### src/rtl/rf_wb_scoreboard_pkg.sv
// Shared widths, FIFO entry type and occupancy encoding for the
// register-file writeback scoreboard.
package rf_wb_scoreboard_pkg;
  localparam int RF_DATA_W = 16;
  localparam int RF_NREG   = 16;
  localparam int RF_NAME_W = $clog2(RF_NREG);

  typedef struct packed {
    logic [RF_NAME_W-1:0] name;
    logic [RF_DATA_W-1:0] data;
  } wb_entry_t;

  typedef enum logic [1:0] {
    EMPTY = 2'd0,
    ONE   = 2'd1,
    FULL  = 2'd2
  } fifo_cnt_e;

  // Slots available for enqueue this cycle, counting the entry being popped.
  function automatic logic [1:0] slots_free(fifo_cnt_e cnt, logic pop);
    return 2'd2 - 2'(cnt) + 2'(pop);
  endfunction
endpackage

### src/rtl/rf_wb_scoreboard_if.sv
// Decode-side reservation/operand-check signals plus writeback producers
// and the register-file write port of the scoreboard.
interface rf_wb_scoreboard_if #(
  parameter int DATA_W = 16,
  parameter int NAME_W = 4
);
  logic              rsv_v_i;
  logic [NAME_W-1:0] rsv_name_i;
  logic              rsv_ack_o;
  logic [NAME_W-1:0] rs_name_i;
  logic [NAME_W-1:0] rd_name_i;
  logic              rs_busy_o;
  logic              rd_busy_o;
  logic              wb_ex_v_i;
  logic [NAME_W-1:0] wb_ex_name_i;
  logic [DATA_W-1:0] wb_ex_data_i;
  logic              wb_mem_v_i;
  logic [NAME_W-1:0] wb_mem_name_i;
  logic [DATA_W-1:0] wb_mem_data_i;
  logic              wr_en_o;
  logic [NAME_W-1:0] wr_name_o;
  logic [DATA_W-1:0] wr_data_o;
  logic              stall_o;
  logic              flush_i;
  logic              err_o;

  modport master (
    output rsv_v_i, rsv_name_i, rs_name_i, rd_name_i,
           wb_ex_v_i, wb_ex_name_i, wb_ex_data_i,
           wb_mem_v_i, wb_mem_name_i, wb_mem_data_i, flush_i,
    input  rsv_ack_o, rs_busy_o, rd_busy_o,
           wr_en_o, wr_name_o, wr_data_o, stall_o, err_o
  );

  modport slave (
    input  rsv_v_i, rsv_name_i, rs_name_i, rd_name_i,
           wb_ex_v_i, wb_ex_name_i, wb_ex_data_i,
           wb_mem_v_i, wb_mem_name_i, wb_mem_data_i, flush_i,
    output rsv_ack_o, rs_busy_o, rd_busy_o,
           wr_en_o, wr_name_o, wr_data_o, stall_o, err_o
  );
endinterface

### src/rtl/rf_wb_scoreboard_wb_fifo2.sv
// Two-entry writeback queue: up to two pushes (push0 first) and one pop per
// cycle, 1-bit wrapping pointers, occupancy held as EMPTY/ONE/FULL.
module wb_fifo2
  import rf_wb_scoreboard_pkg::*;
(
  input  logic      clk,
  input  logic      rst,
  input  logic      i_clr,
  input  logic      i_push0,
  input  wb_entry_t i_d0,
  input  logic      i_push1,
  input  wb_entry_t i_d1,
  input  logic      i_pop,
  output wb_entry_t o_head,
  output fifo_cnt_e o_cnt
);
  fifo_cnt_e r_cnt;
  fifo_cnt_e w_cnt_nxt;
  logic [1:0] w_sum;
  logic      r_rd_ptr;
  logic      r_wr_ptr;
  wb_entry_t r_mem [2];

  always_ff @(posedge clk or negedge rst) begin
    if (!rst) r_cnt <= EMPTY;
    else      r_cnt <= w_cnt_nxt;
  end

  always_comb begin
    w_cnt_nxt = r_cnt;
    w_sum     = 2'(r_cnt) + 2'(i_push0) + 2'(i_push1) - 2'(i_pop);
    if (i_clr) begin
      w_cnt_nxt = EMPTY;
    end else begin
      case (w_sum)
        2'd0:    w_cnt_nxt = EMPTY;
        2'd1:    w_cnt_nxt = ONE;
        2'd2:    w_cnt_nxt = FULL;
        default: w_cnt_nxt = r_cnt;
      endcase
    end
  end

  always_ff @(posedge clk or negedge rst) begin
    if (!rst) begin
      r_rd_ptr <= 1'b0;
      r_wr_ptr <= 1'b0;
    end else if (i_clr) begin
      r_rd_ptr <= 1'b0;
      r_wr_ptr <= 1'b0;
    end else begin
      r_rd_ptr <= r_rd_ptr ^ i_pop;
      r_wr_ptr <= r_wr_ptr ^ i_push0 ^ i_push1;
    end
  end

  // The second push lands in the slot after the first; from ONE with a pop
  // that slot is the one being vacated this cycle.
  always_ff @(posedge clk) begin
    if (i_push0) r_mem[r_wr_ptr]  <= i_d0;
    if (i_push1) r_mem[!r_wr_ptr] <= i_d1;
  end

  assign o_head = r_mem[r_rd_ptr];
  assign o_cnt  = r_cnt;
endmodule

### src/rtl/rf_wb_scoreboard.sv
// Register reservation scoreboard arbitrating EX/MEM writebacks onto a single
// registered register-file write port, with a 2-entry overflow queue.
module rf_wb_scoreboard
  import rf_wb_scoreboard_pkg::*;
#(
  parameter int DATA_W = RF_DATA_W,
  parameter int NREG   = RF_NREG
) (
  input logic                clk,
  input logic                rst,
  rf_wb_scoreboard_if.slave  bus
);
  localparam int NAME_W = $clog2(NREG);

  logic [NREG-1:0]   r_rsv;
  logic              r_wr_en;
  logic [NAME_W-1:0] r_wr_name;
  logic [DATA_W-1:0] r_wr_data;
  logic              r_err;

  fifo_cnt_e w_cnt;
  wb_entry_t w_head, w_ex, w_mem, w_sel, w_c0, w_c1;
  logic      w_stall, w_ack, w_sel_v, w_pop, w_push0, w_push1, w_err_set;
  logic [1:0] w_ncand, w_free;

  assign w_ex.name  = bus.wb_ex_name_i;
  assign w_ex.data  = bus.wb_ex_data_i;
  assign w_mem.name = bus.wb_mem_name_i;
  assign w_mem.data = bus.wb_mem_data_i;

  assign w_stall = (w_cnt == FULL);
  assign w_ack   = bus.rsv_v_i & ~r_rsv[bus.rsv_name_i] & ~w_stall & ~bus.flush_i;

  // Queue head beats EX beats MEM; whatever loses is queued in EX, MEM order.
  always_comb begin
    w_sel_v = 1'b0;
    w_sel   = w_head;
    w_pop   = 1'b0;
    w_c0    = w_ex;
    w_c1    = w_mem;
    w_ncand = 2'd0;
    if (!bus.flush_i) begin
      if (w_cnt != EMPTY) begin
        w_sel_v = 1'b1;
        w_pop   = 1'b1;
        w_ncand = 2'(bus.wb_ex_v_i) + 2'(bus.wb_mem_v_i);
        if (!bus.wb_ex_v_i) w_c0 = w_mem;
      end else if (bus.wb_ex_v_i) begin
        w_sel_v = 1'b1;
        w_sel   = w_ex;
        w_c0    = w_mem;
        w_ncand = 2'(bus.wb_mem_v_i);
      end else if (bus.wb_mem_v_i) begin
        w_sel_v = 1'b1;
        w_sel   = w_mem;
      end
    end
    w_free  = slots_free(w_cnt, w_pop);
    w_push0 = (w_ncand >= 2'd1) && (w_free >= 2'd1);
    w_push1 = (w_ncand >= 2'd2) && (w_free >= 2'd2);
  end

  assign w_err_set = ~bus.flush_i & (
      (w_stall & (bus.wb_ex_v_i | bus.wb_mem_v_i))
    | (bus.wb_ex_v_i & bus.wb_mem_v_i & (bus.wb_ex_name_i == bus.wb_mem_name_i))
    | (bus.wb_ex_v_i & ~r_rsv[bus.wb_ex_name_i])
    | (bus.wb_mem_v_i & ~r_rsv[bus.wb_mem_name_i]));

  wb_fifo2 u_fifo (
    .clk     (clk),
    .rst     (rst),
    .i_clr   (bus.flush_i),
    .i_push0 (w_push0),
    .i_d0    (w_c0),
    .i_push1 (w_push1),
    .i_d1    (w_c1),
    .i_pop   (w_pop),
    .o_head  (w_head),
    .o_cnt   (w_cnt)
  );

  // A same-cycle reservation of the released name wins (later assignment).
  always_ff @(posedge clk or negedge rst) begin
    if (!rst) begin
      r_rsv <= '0;
    end else if (bus.flush_i) begin
      r_rsv <= '0;
    end else begin
      if (w_sel_v) r_rsv[w_sel.name] <= 1'b0;
      if (w_ack)   r_rsv[bus.rsv_name_i] <= 1'b1;
    end
  end

  always_ff @(posedge clk or negedge rst) begin
    if (!rst) begin
      r_wr_en   <= 1'b0;
      r_wr_name <= '0;
      r_wr_data <= '0;
      r_err     <= 1'b0;
    end else begin
      r_wr_en <= w_sel_v;
      r_err   <= r_err | w_err_set;
      if (w_sel_v) begin
        r_wr_name <= w_sel.name;
        r_wr_data <= w_sel.data;
      end
    end
  end

  assign bus.rsv_ack_o = w_ack;
  assign bus.rs_busy_o = r_rsv[bus.rs_name_i];
  assign bus.rd_busy_o = r_rsv[bus.rd_name_i];
  assign bus.wr_en_o   = r_wr_en;
  assign bus.wr_name_o = r_wr_name;
  assign bus.wr_data_o = r_wr_data;
  assign bus.stall_o   = w_stall;
  assign bus.err_o     = r_err;
endmodule

### src/flat_wrapper.sv
// flat-port wrapper written by rule: the top's interface ports become plain ports
module rf_wb_scoreboard_flat import rf_wb_scoreboard_pkg::*;
#(
  parameter int DATA_W = RF_DATA_W,
  parameter int NREG   = RF_NREG
)
  (clk, rst, bus_rsv_v_i, bus_rsv_name_i, bus_rs_name_i, bus_rd_name_i, bus_wb_ex_v_i, bus_wb_ex_name_i, bus_wb_ex_data_i, bus_wb_mem_v_i, bus_wb_mem_name_i, bus_wb_mem_data_i, bus_flush_i, bus_rsv_ack_o, bus_rs_busy_o, bus_rd_busy_o, bus_wr_en_o, bus_wr_name_o, bus_wr_data_o, bus_stall_o, bus_err_o);
  rf_wb_scoreboard_if #(.DATA_W(DATA_W)) bus_i ();
  input logic clk;
  input logic rst;
  input wire logic [$bits(bus_i.rsv_v_i)-1:0] bus_rsv_v_i;
  input wire logic [$bits(bus_i.rsv_name_i)-1:0] bus_rsv_name_i;
  input wire logic [$bits(bus_i.rs_name_i)-1:0] bus_rs_name_i;
  input wire logic [$bits(bus_i.rd_name_i)-1:0] bus_rd_name_i;
  input wire logic [$bits(bus_i.wb_ex_v_i)-1:0] bus_wb_ex_v_i;
  input wire logic [$bits(bus_i.wb_ex_name_i)-1:0] bus_wb_ex_name_i;
  input wire logic [$bits(bus_i.wb_ex_data_i)-1:0] bus_wb_ex_data_i;
  input wire logic [$bits(bus_i.wb_mem_v_i)-1:0] bus_wb_mem_v_i;
  input wire logic [$bits(bus_i.wb_mem_name_i)-1:0] bus_wb_mem_name_i;
  input wire logic [$bits(bus_i.wb_mem_data_i)-1:0] bus_wb_mem_data_i;
  input wire logic [$bits(bus_i.flush_i)-1:0] bus_flush_i;
  output wire logic [$bits(bus_i.rsv_ack_o)-1:0] bus_rsv_ack_o;
  output wire logic [$bits(bus_i.rs_busy_o)-1:0] bus_rs_busy_o;
  output wire logic [$bits(bus_i.rd_busy_o)-1:0] bus_rd_busy_o;
  output wire logic [$bits(bus_i.wr_en_o)-1:0] bus_wr_en_o;
  output wire logic [$bits(bus_i.wr_name_o)-1:0] bus_wr_name_o;
  output wire logic [$bits(bus_i.wr_data_o)-1:0] bus_wr_data_o;
  output wire logic [$bits(bus_i.stall_o)-1:0] bus_stall_o;
  output wire logic [$bits(bus_i.err_o)-1:0] bus_err_o;
  assign bus_i.rsv_v_i = bus_rsv_v_i;
  assign bus_i.rsv_name_i = bus_rsv_name_i;
  assign bus_i.rs_name_i = bus_rs_name_i;
  assign bus_i.rd_name_i = bus_rd_name_i;
  assign bus_i.wb_ex_v_i = bus_wb_ex_v_i;
  assign bus_i.wb_ex_name_i = bus_wb_ex_name_i;
  assign bus_i.wb_ex_data_i = bus_wb_ex_data_i;
  assign bus_i.wb_mem_v_i = bus_wb_mem_v_i;
  assign bus_i.wb_mem_name_i = bus_wb_mem_name_i;
  assign bus_i.wb_mem_data_i = bus_wb_mem_data_i;
  assign bus_i.flush_i = bus_flush_i;
  assign bus_rsv_ack_o = bus_i.rsv_ack_o;
  assign bus_rs_busy_o = bus_i.rs_busy_o;
  assign bus_rd_busy_o = bus_i.rd_busy_o;
  assign bus_wr_en_o = bus_i.wr_en_o;
  assign bus_wr_name_o = bus_i.wr_name_o;
  assign bus_wr_data_o = bus_i.wr_data_o;
  assign bus_stall_o = bus_i.stall_o;
  assign bus_err_o = bus_i.err_o;
  rf_wb_scoreboard #(.DATA_W(DATA_W), .NREG(NREG)) u_core (.clk(clk), .rst(rst), .bus(bus_i));
endmodule
### config.mk
export PLATFORM = sky130hd
export DESIGN_NAME = rf_wb_scoreboard_flat
export DESIGN_NICKNAME = d
export VERILOG_FILES = /design/src/rtl/rf_wb_scoreboard_pkg.sv /design/src/rtl/rf_wb_scoreboard_if.sv /design/src/rtl/rf_wb_scoreboard_wb_fifo2.sv /design/src/rtl/rf_wb_scoreboard.sv /design/src/flat_wrapper.sv
export SDC_FILE = /design/constraint.sdc
export NUM_CORES = 1
export LEC_CHECK = 0
export ABC_AREA = 1
export CAP_MARGIN = 40
export CELL_PAD_IN_SITES_DETAIL_PLACEMENT = 2
export CELL_PAD_IN_SITES_GLOBAL_PLACEMENT = 2
export CORE_UTILIZATION = 28
export DETAILED_ROUTE_END_ITERATION = 10
export PLACE_DENSITY_LB_ADDON = 0.1
export SLEW_MARGIN = 20
export SYNTH_ARGS = -nofsm -noshare
export SYNTH_HDL_FRONTEND = slang
export SYNTH_SLANG_ARGS = --single-unit
### constraint.sdc
create_clock -name clk -period 2.77 [get_ports clk]
set_input_delay 0.554 -clock clk [delete_from_list [all_inputs] [get_ports clk]]
set_output_delay 0.554 -clock clk [all_outputs]
set_load 0.02 [all_outputs]
==> impl_results.md <==
- Logic pwr share: roughly 39%
- Setup slack at placement: -0.250 ns
- Critical-path maximum fanout: 16
- Root Buffer: clkbuf_16
- Number of I/O port buffers: a little over 80
- Startpoint types: primary input
- Die footprint: 19800 um^2
- Leak: 0.00296 uW
- Commonest cells after routing, fill and taps aside: 259 x nand2_1, 94 x o21ai_0, 79 x clkdlybuf4s50_1
- Max Slew Vio Count: 0
- Initial Utilization: 28.7%
- GRT Util Overall: 21.7%
- Syn avg cell area: approximately 7.2 um^2
- Ant. Diodes: 0
- RSZ-0062 raised after global routing: no
- Critical Path RT: about 2.2 ns
- Synth Cell Area: 5390 um^2
- Antenna violations before repair: 0
- Core Area: between 15000 and 20000 um^2
- Fin area: approximately 7000 um^2
- Initial DRC count: between 300 and 400
- Synthesized instance count: 746
- Clock net sink count: 82
- Commonest non-fill, non-tap cell in the layout: nand2_1
- Internal: 2990 uW
- Clock power frac: between 20% and 30%
- Worst Skew: 0.00697 ns
- Crit end category: primary output
- Via density: between 5 and 6
- Status: finished, final reports clean
- Top cells by area, synth: edfxtp_1 22%, dfrtp_1 19%, nand2_1 18%, o21ai_0 8.8%, inv_1 4.0%
- Vias in the first global route: about 6100
- I/O pins: 84
- Cell taking the most area after synthesis: edfxtp_1
- Fin util: a little under two fifths
- Largest net degree at the start of global routing: 35
- Later-pin clock latency in the skew report: ~0.35 ns
- Post-layout min period: 2.66 ns
- FP Rows: 50
- Fmax: roughly 0.38 GHz
- Sw frac: 37.3%
- Setup_tns: 0 ns
- CTS H-tree depth: 3
- Actual slew at the worst max-slew pin: between 0.5 and 0.6 ns
- Final Hold Fails: 0
- Area growth syn-to-layout: 30.0%
- Critical-path cell list: clkdlybuf4s50_1, buf_4, o21ai_0, a21oi_1, nor2_1, o31ai_1, dlygate4sd2_1
- Post-DP HPWL: about 15000 um
- Crit share post-route: 96.2%
- Die Ht: roughly 140 um
- Final-stage net count: between 900 and 1000
- PD cells: ~680 nW/um^2
- DR WL/cell: roughly 19 um
- Hold_buf cts: 0
- Yosys reg bits: a little over 80
- TritonCTS Buffers: 9
- Slowest cell on crit path: clkdlybuf4s50_1
- First-pass GRT wire length: approximately 33000 um
- DR DRC count: 0
- Synthesized Nets: between 800 and 900
- CTS tree: built
- Endpoints failing setup: 0
- Placed cell areas: ~6700 um^2
- Drt total wl: slightly above 20000 um
- Vias: 5547
- Hold crit path type: in2async
- Post-synth top area share: between 20% and 30%
- Fillers: ~2200
- Total iterations of the first detailed-routing run: 5
- Antenna viol nets, final: 0
- Sw Pwr: 1780 uW
- Remaining Overflow, GRT: 0
- Yosys cell types: 35
- Final Worst Setup Slack: approximately 0.11 ns
- Syn. warnings: 0
- Peak VDD IR: around 0.33 mV
- GPL Wtd Cong: about 0.8
- Worst EP arrival: about 2.1 ns
- DIE WIDTH: approximately 140 um
- Share of layout cells above drive strength 1: between 10% and 20%
- Crit Path Category: in2out
- Post-CTS setup buffer count: 0
- Longest Clk Path Bufs: 2
- Worst-path clk slew: approximately 0.07 ns
- CP peak stage delay: 0.46 ns
- Flop pwr share: roughly 34%
- Power after layout: between 4000 and 5000 uW
- Post-synthesis sequential area ratio: between 40% and 50%
- Maxcap violations: 0
- Slew HR: between 60 and 70%
## worst max-delay path: cells and delay by family
kind | cells | cell delay [ns]
simple gates | 1 | 0.06
buf+inv | 3 | 1.02
compound gates | 3 | 0.47
## per-stage QoR
step | hold WS, ns | cells
2_1_floorplan | 0.258 | 746
3_3_place_gp | 0.464 | 1070
3_5_place_dp | 0.466 | 1070
4_1_cts | 0.199 | 1086
5_1_grt | 0.219 | 1086
6_report | 0.195 | 1086
## area by class of cell
| type | count | area [um^2] | area share, % |
|---|---|---|---|
| multi-input combinational | 553 | 2690 | 38.4 |
| clock buffer | 11 | 243 | 3.46 |
| clock inverter | 5 | 61.3 | 0.875 |
| timing repair buffer | 132 | 1210 | 17.3 |
| sequential | 82 | 2250 | 32.1 |
| inverter | 69 | 259 | 3.70 |
| tap | 234 | 293 | 4.18 |
## sequential cells by signal, indices dropped and copies added, names as in the netlist
| signal | count |
|---|---|
| u_core.u_fifo.r_wr_ptr | 1 |
| u_core.bus.wr_en_o | 1 |
| u_core.r_rsv | 16 |
| u_core.bus.err_o | 1 |
| u_core.bus.wr_data_o | 16 |
| u_core.u_fifo.o_cnt | 2 |
| u_core.u_fifo.r_mem | 40 |
| u_core.bus.wr_name_o | 4 |
| u_core.u_fifo.r_rd_ptr | 1 |
## metal layers
metal / GRT usage, % / wire [um] / vias to the layer above
met5: 0 / 0 / -
met4: 5.72 / 255 / 0
met2: 36.6 / 9890 / 81
met3: 2.68 / 700 / 20
met1: 29.3 / 9580 / 2754
li1: - / - / 2692
## repair_timing
| item | in CTS | in global routing |
|---|---|---|
| cloned | 0 | 0 |
| endpoints found under the setup margin | 3 | 1 |
| gates resized for setup | 3 | 3 |
| pin swaps | 0 | 0 |
## power groups by stage
| stage | sequential [uW] | combinational [uW] | clock, uW |
|---|---|---|---|
| final | 1640 | 1870 | 1260 |
| after global routing | 1670 | 2070 | 1330 |
| after CTS | 1640 | 1910 | 1290 |
| after detailed placement | 1670 | 1890 | 0 |
| after global placement | 1650 | 1810 | 0 |
| after floorplan | 1770 | 957 | 0 |
## synth_stat cells
cell type and number:
inv_2 12, xnor2_1 2, dfrtp_1 42, o2111ai_1 5
inv_1 57, xor2_1 1, nand2_1 259, buf_6 2
o221ai_1 1, o211ai_1 17, a211oi_1 2, a21oi_1 29
nor3_1 1, o21ai_1 22, mux2_2 5, a21oi_2 1
nand4_1 17, o21bai_1 1, buf_1 1, nor2_4 1
o21ai_0 95, o31ai_1 1, mux2i_1 11, nand3_1 35
ha_1 3, nor2_2 4, edfxtp_1 40, nand2_2 5
buf_4 3, clkbuf_1 18, nand3_2 2, o211a_1 1
buf_2 18, nor2_1 31, fa_1 1
## worst paths after layout
check	slack [ns]	start	cells after the start	end
min in group clk	0.48	u_core.bus.err_o	2	u_core.bus.err_o
hold / removal	0.20	rst	2	u_core.bus.wr_data_o[3]
max in group asynchronous	2.27	rst	2	u_core.r_rsv[3]
setup reg to reg	0.64	u_core.u_fifo.o_cnt[0]	9	u_core.u_fifo.o_cnt[1]
setup / recovery	0.11	bus_rs_name_i[0]	7	bus_rs_busy_o
hold reg to reg	0.48	u_core.bus.err_o	2	u_core.bus.err_o
## cell families after synthesis
logic type	share of synthesized area, %
XOR/XNOR	0.488
AO/OA/AOI/OAI	17.8
buffers and inverters	8.63
multiplexers	3.09
AND/OR/NAND/NOR	27.1
adder cells (fa/ha/maj)	1.07
flip-flops	41.8
(Power assumes the default switching activity.)
